File: src/rtl/hand_gesture_fsm.sv
// Swipe-gesture detector: per-colour zone trackers feeding a 1-entry valid/ready output register.
// Optional drop statistics port drop_cnt enabled by defining HAND_GESTURE_STATS_EN.

module hand_gesture_track #(
   parameter int NX     = 8,
   parameter int NY     = 6,
   parameter int MIN_DX = 3,
   parameter int MIN_DY = 2,
   parameter int WIN    = 8,
   parameter int COOL   = 4
) (
   input  logic       pclk,
   input  logic       rst_n,
   input  logic       tick_i,
   input  logic [6:0] zone_i,
   output logic       req_o,
   output logic [1:0] dir_o,
   output logic       active_o
);
   localparam int CW = (NX > 1) ? $clog2(NX) : 1;
   localparam int RW = (NY > 1) ? $clog2(NY) : 1;
   localparam int DW = $clog2((NX > NY) ? NX : NY) + 1;
   localparam logic [6:0]    ZONES_W   = 7'(NX * NY);
   localparam logic [6:0]    NX_W      = 7'(NX);
   localparam logic [DW-1:0] MIN_DX_W  = DW'(MIN_DX);
   localparam logic [DW-1:0] MIN_DY_W  = DW'(MIN_DY);
   localparam logic [7:0]    WIN_LAST  = 8'(WIN - 1);
   localparam logic [7:0]    COOL_LAST = 8'(COOL - 1);

   typedef enum logic [1:0] {S_IDLE, S_TRACK, S_COOL} state_t;

   state_t                state_q;
   logic [CW-1:0]         anc_col_q;
   logic [RW-1:0]         anc_row_q;
   logic [7:0]            fcnt_q;
   logic [7:0]            ccnt_q;

   logic [CW-1:0]         col;
   logic [RW-1:0]         row;
   logic                  zone_valid;
   logic signed [DW-1:0]  dx;
   logic signed [DW-1:0]  dy;
   logic [DW-1:0]         adx;
   logic [DW-1:0]         ady;
   logic                  h_hit;
   logic                  v_hit;

   generate
      if (NX > 1 && (NX & (NX - 1)) == 0) begin : g_pow2
         assign col = zone_i[CW-1:0];
         assign row = RW'(zone_i >> CW);
      end else begin : g_div
         assign col = CW'(zone_i % NX_W);
         assign row = RW'(zone_i / NX_W);
      end
   endgenerate

   assign zone_valid = (zone_i < ZONES_W);
   assign dx  = DW'(col) - DW'(anc_col_q);
   assign dy  = DW'(row) - DW'(anc_row_q);
   assign adx = dx[DW-1] ? DW'(-dx) : DW'(dx);
   assign ady = dy[DW-1] ? DW'(-dy) : DW'(dy);

   // Horizontal displacement takes priority when both axes qualify.
   always_comb begin
      h_hit = (adx >= MIN_DX_W);
      v_hit = (ady >= MIN_DY_W);
      if (h_hit) dir_o = dx[DW-1] ? 2'b00 : 2'b01;
      else       dir_o = dy[DW-1] ? 2'b10 : 2'b11;
      req_o = tick_i && (state_q == S_TRACK) && zone_valid && (h_hit || v_hit);
   end

   assign active_o = (state_q == S_TRACK);

   always_ff @(posedge pclk or negedge rst_n) begin
      if (!rst_n) begin
         state_q   <= S_IDLE;
         anc_col_q <= '0;
         anc_row_q <= '0;
         fcnt_q    <= '0;
         ccnt_q    <= '0;
      end else if (tick_i) begin
         case (state_q)
            S_IDLE: begin
               if (zone_valid) begin
                  anc_col_q <= col;
                  anc_row_q <= row;
                  fcnt_q    <= '0;
                  state_q   <= S_TRACK;
               end
            end
            S_TRACK: begin
               if (!zone_valid) begin
                  state_q <= S_IDLE;
               end else if (h_hit || v_hit) begin
                  ccnt_q  <= '0;
                  state_q <= S_COOL;
               end else if (fcnt_q == WIN_LAST) begin
                  anc_col_q <= col;
                  anc_row_q <= row;
                  fcnt_q    <= '0;
               end else begin
                  fcnt_q <= fcnt_q + 8'd1;
               end
            end
            S_COOL: begin
               if (ccnt_q == COOL_LAST) state_q <= S_IDLE;
               else                     ccnt_q  <= ccnt_q + 8'd1;
            end
            default: state_q <= S_IDLE;
         endcase
      end
   end
endmodule

module hand_gesture_fsm #(
   parameter int NX     = 8,
   parameter int NY     = 6,
   parameter int MIN_DX = 3,
   parameter int MIN_DY = 2,
   parameter int WIN    = 8,
   parameter int COOL   = 4
) (
   input  logic        pclk,
   input  logic        rst_n,
   input  logic        frame_tick,
   input  logic [6:0]  blue_zone,
   input  logic [6:0]  red_zone,
   input  logic        gest_ready,
   output logic        gest_valid,
   output logic [2:0]  gest_code,
   output logic        blue_active,
   output logic        red_active
`ifdef HAND_GESTURE_STATS_EN
   ,
   output logic [15:0] drop_cnt
`endif
);
   logic [6:0] zone [2];
   logic [1:0] req;
   logic [1:0] dir [2];
   logic [1:0] act;

   logic       gest_valid_q, gest_valid_d;
   logic [2:0] gest_code_q, gest_code_d;
   logic       slot_free;

   assign zone[0] = blue_zone;
   assign zone[1] = red_zone;

   // Index 0 is blue, index 1 is red; the colour bit of gest_code equals the index.
   generate
      for (genvar gi = 0; gi < 2; gi++) begin : g_trk
         hand_gesture_track #(
            .NX(NX), .NY(NY), .MIN_DX(MIN_DX), .MIN_DY(MIN_DY), .WIN(WIN), .COOL(COOL)
         ) u_trk (
            .pclk    (pclk),
            .rst_n   (rst_n),
            .tick_i  (frame_tick),
            .zone_i  (zone[gi]),
            .req_o   (req[gi]),
            .dir_o   (dir[gi]),
            .active_o(act[gi])
         );
      end
   endgenerate

   always_comb begin
      slot_free    = !gest_valid_q || gest_ready;
      gest_valid_d = gest_valid_q;
      gest_code_d  = gest_code_q;
      if (slot_free) begin
         if (req[0]) begin
            gest_valid_d = 1'b1;
            gest_code_d  = {1'b0, dir[0]};
         end else if (req[1]) begin
            gest_valid_d = 1'b1;
            gest_code_d  = {1'b1, dir[1]};
         end else if (gest_ready) begin
            gest_valid_d = 1'b0;
         end
      end
   end

   always_ff @(posedge pclk or negedge rst_n) begin
      if (!rst_n) begin
         gest_valid_q <= 1'b0;
         gest_code_q  <= '0;
      end else begin
         gest_valid_q <= gest_valid_d;
         gest_code_q  <= gest_code_d;
      end
   end

   assign gest_valid  = gest_valid_q;
   assign gest_code   = gest_code_q;
   assign blue_active = act[0];
   assign red_active  = act[1];

`ifdef HAND_GESTURE_STATS_EN
   logic [15:0] drop_cnt_q, drop_cnt_d;
   logic        drop_b, drop_r;
   logic [16:0] drop_sum;

   // Red loses the slot to a simultaneous blue request as well as to a busy slot.
   always_comb begin
      drop_b   = req[0] && !slot_free;
      drop_r   = req[1] && (!slot_free || req[0]);
      drop_sum = {1'b0, drop_cnt_q} + 17'(drop_b) + 17'(drop_r);
      drop_cnt_d = drop_sum[16] ? 16'hFFFF : drop_sum[15:0];
   end

   always_ff @(posedge pclk or negedge rst_n) begin
      if (!rst_n) drop_cnt_q <= '0;
      else        drop_cnt_q <= drop_cnt_d;
   end

   assign drop_cnt = drop_cnt_q;
`endif
endmodule

File: config.mk
export PLATFORM = sky130hd
export DESIGN_NAME = hand_gesture_fsm
export DESIGN_NICKNAME = d
export VERILOG_FILES = /design/src/rtl/hand_gesture_fsm.sv
export SDC_FILE = /design/constraint.sdc
export NUM_CORES = 1
export LEC_CHECK = 0
export CAP_MARGIN = 20
export CORE_MARGIN = 2
export CORE_UTILIZATION = 37
export CTS_CLUSTER_SIZE = 25
export DETAILED_ROUTE_END_ITERATION = 12
export PLACE_DENSITY = 0.54
export SLEW_MARGIN = 20
export SYNTH_ARGS = -nofsm -noshare
export SYNTH_HDL_FRONTEND = slang
export SYNTH_SLANG_ARGS = --single-unit
File: constraint.sdc
create_clock -name pclk -period 4.4 [get_ports pclk]
set_input_delay 0.88 -clock pclk [delete_from_list [all_inputs] [get_ports pclk]]
set_output_delay 0.88 -clock pclk [all_outputs]
set_load 0.005 [all_outputs]
==> results.cfg <==
[setup_path]
cp.required_ns = 4.60
worst-path-max-fanout = 8
cp-start-kind = primary input
worst_path_max_delay_cell = fa_1
end_kind = flop
arrival_ns = 4.30
crit_chain = clkdlybuf4s50_1 > inv_1 > ha_1 > inv_1 > fa_1 > inv_1 > ha_1 > or3b_1 > and3_4 > o311ai_4 > o21ai_2 > a211o_1 > nor2b_1 > buf_4 > mux2_2
reg2reg_slack_ns = 0.98
crit_path_max_incr_delay_ns = 0.49
path_class = in2reg
cp_common_cell = inv_1

[run_status]
status = completed

[timing]
fin_crit_ns = 4.10
slew_violations = 0
fmax_mhz = 244
whs_ns = 0.465
worst_pin_slew_ns = 0.895
setup_viol = 0
skew_ns = 0.0114
grt_setup_unrepaired = false
relSlewSlack_pct = 39.8
final_hold_viol_count = 0
setup_tns_ns = 0
finalCritPeriodShare_pct = 93.1

[synthesis]
ys_seq_elements = 52
synth_edf_count = 0
yosysWarnings = 0
synth_area_sq_um = 3310
muxShareOfSynthArea_pct = 5.37
synth_compound_area_share_pct = 14.1
synthAdderAreaFrac_pct = 9.98
syn_avg_cell_area_sq_um = 9.35
synth_top_family_by_area = simple AND/OR/NAND/NOR gates
synth_flop_cell = dfrtp_1
async_reset_ff_share_pct = 100
seq_area_frac_synth_pct = 39.3
synth_nets = 396
synth_cell_types = 51
synth_cells = 354
synth_xor_area_share_pct = 3.71
yosys.area_share.simple_pct = 23.3

[pwr]
leakagePower_nw = 1.71
clkPwrFrac_pct = 16.5
power.share.sequential_pct = 32.3
p_sw_uw = 842
switching_share_pct = 39.0
power_frac_comb_pct = 51.2
p_int_mw = 1.32
peakVddDrop_mv = 0.289
p_per_area_nw_per_um2 = 561

[clock_network]
worstSkewPairLatency_ns = 0.31
ctsResizeCount = 0
cts_buffer_depth = 2
cts_sinks = 52
cts_tree = done
post_cts_buffers = 0
root_buffer = clkbuf_8
ctsHoldBuffers = 0
numCtsBuffers = 5
clkTransAtPathRegs_ns = 0.10
h-tree-depth = 2

[global_route]
grt_first_pass_wirelength_mm = 11.9
grt_max_degree = 39
grtUsageTotal_pct = 15.0
grt_pass1_vias = 2594
grt_antenna_before_repair = 0
grt_overflow = 0

[routing]
route.vias.total = 2608
drt_pass1_iterations = 4
drc = 0
wl_per_cell_um = 13.2
post_drt_via_cell_ratio = 5.24
first_iter_violations = 76
finalWirelength_mm = 6.57
antenna_left = 0

[flow_run]
max-cap-violations = 0

[final_layout]
syn_to_final_growth_pct = 16.3
nets = 431
n_antenna_cell = 0
drive_above_1_share_pct = 11.0

[min_path]
hold_class = in2async

[floorplanning]
start_util_pct = 38.1
die_h_um = 98.6
die_w_um = 98.6
rows = 34
core_area_sq_um = 8680
dieArea_sq_um = 9720
io_pins = 24

[placed_design]
gp_congestion = 0.759
dp_hpwl_mm = 4.99
portBuffers = 23
## cell usage after synthesis (3+ instances only)
cell type	count	area, sq um
nand2b_1	12	75.1
o21ai_0	29	145
xor2_1	3	26.3
nor2b_1	6	37.5
ha_1	20	250
and3b_1	3	26.3
nand3_1	21	105
inv_1	30	113
nor3_1	7	35.0
xnor2_1	11	96.3
nand4_1	5	31.3
nand2_1	17	63.8
a21oi_1	15	75.1
clkbuf_1	4	15.0
fa_1	4	80.1
nor4_1	5	31.3
and3_1	7	43.8
o31ai_1	7	52.6
dfrtp_1	52	1300
nor2_1	27	101
nand3b_1	6	45.0
or4_1	5	37.5
or2_2	3	18.8
nor4b_1	4	35.0
mux2_2	14	158
## layout make-up
cell class | count | area, sq um
clock buffers | 6 | 82.6
clock inverters | 2 | 38.8
fillers | 886 | 4830
inverters | 30 | 113
multi-input cells | 266 | 1870
flip-flops and latches | 52 | 1300
well taps | 108 | 135
repair buffers | 34 | 308
## power by group through the flow
stage | clock network [mW] | registers, mW | logic [mW]
2_1_floorplan | 0 | 0.685 | 0.844
3_3_place_gp | 0 | 0.705 | 1.09
3_5_place_dp | 0 | 0.710 | 1.11
4_1_cts | 0.371 | 0.700 | 1.12
5_1_grt | 0.390 | 0.720 | 1.28
6_report | 0.355 | 0.697 | 1.11
## through the flow
stage | power, mW | std cells | cell area [sq um] | setup WS, ns | utilization (%)
floorplan | 1.53 | 354 | 3310 | 0.467 | -
global placement | 1.79 | 490 | 3730 | 0.0347 | 42.9
detailed placement | 1.82 | 490 | 3730 | -0.0622 | 42.9
CTS | 2.19 | 498 | 3850 | 0.286 | 44.3
global route | 2.39 | 498 | 3850 | 0.0837 | 44.3
finish | 2.16 | 498 | 3850 | 0.303 | 44.3
## cell families after synthesis
| group | Yosys count |
|---|---|
| xor gates and xnor gates | 14 |
| buffers and inverters | 36 |
| adders and majority gates | 24 |
| DFF | 52 |
| AOI/OAI and AO/OA | 73 |
| muxes | 16 |
| and+or+nand+nor | 139 |
## registers in the layout, indices dropped and copies added (netlist names)
register and flops:
g_trk.u_trk.state_q 4, gest_valid 1, g_trk.u_trk.anc_row_q 6, g_trk.u_trk.fcnt_q 16
g_trk.u_trk.ccnt_q 16, g_trk.u_trk.anc_col_q 6, gest_code 3
## critical path: cells and delay by family
kind / cells / cell delay [ns]
buffers and inverters: 5 / 0.73
AND/OR/NAND/NOR: 3 / 0.72
adder cells (fa/ha/maj): 3 / 0.93
AO/OA/AOI/OAI: 3 / 0.71
multiplexers: 1 / 0.33
## final timing paths
kind,from,to,cells past startpoint
worst min-delay path,rst_n,g_trk[1].u_trk.fcnt_q[4],1
worst max register to register,g_trk[0].u_trk.anc_row_q[0],g_trk[0].u_trk.anc_row_q[1],13
worst max-delay path,blue_zone[3],g_trk[0].u_trk.anc_row_q[1],15
max in group asynchronous,rst_n,g_trk[0].u_trk.ccnt_q[3],2
min in group pclk,g_trk[0].u_trk.fcnt_q[7],g_trk[0].u_trk.fcnt_q[7],1
worst min register to register,g_trk[0].u_trk.fcnt_q[7],g_trk[0].u_trk.fcnt_q[7],1
## layer usage
layer / GRT usage (%) / vias to the layer above / share of wire, %
met3: 2.62 / 8 / 2.9
met4: 5.06 / 0 / 1.5
li1: - / 1342 / -
met5: 0 / - / 0
met2: 24.0 / 31 / 45
met1: 20.5 / 1227 / 50
## cells in the final DEF, fill, tap and decap left out, types with 3 or more instances in the layout
master and n:
fa_1 4, xnor2_1 11, nor4b_1 4, clkbuf_8 6, nand2b_1 12, clkdlybuf4s50_1 22
or4_1 5, nor2b_1 6, o31ai_1 7, mux2_2 14, ha_1 20, inv_1 30
nor4_1 5, nand2_1 17, xor2_1 3, o21ai_0 29, nor3_1 7, a21oi_1 15
dfrtp_1 52, and3_1 7, nand4_1 5, nand3_1 21, or2_2 3, buf_4 11
nand3b_1 6, nor2_1 27, and3b_1 3
No activity file was read; power rests on OpenSTA's default activity.
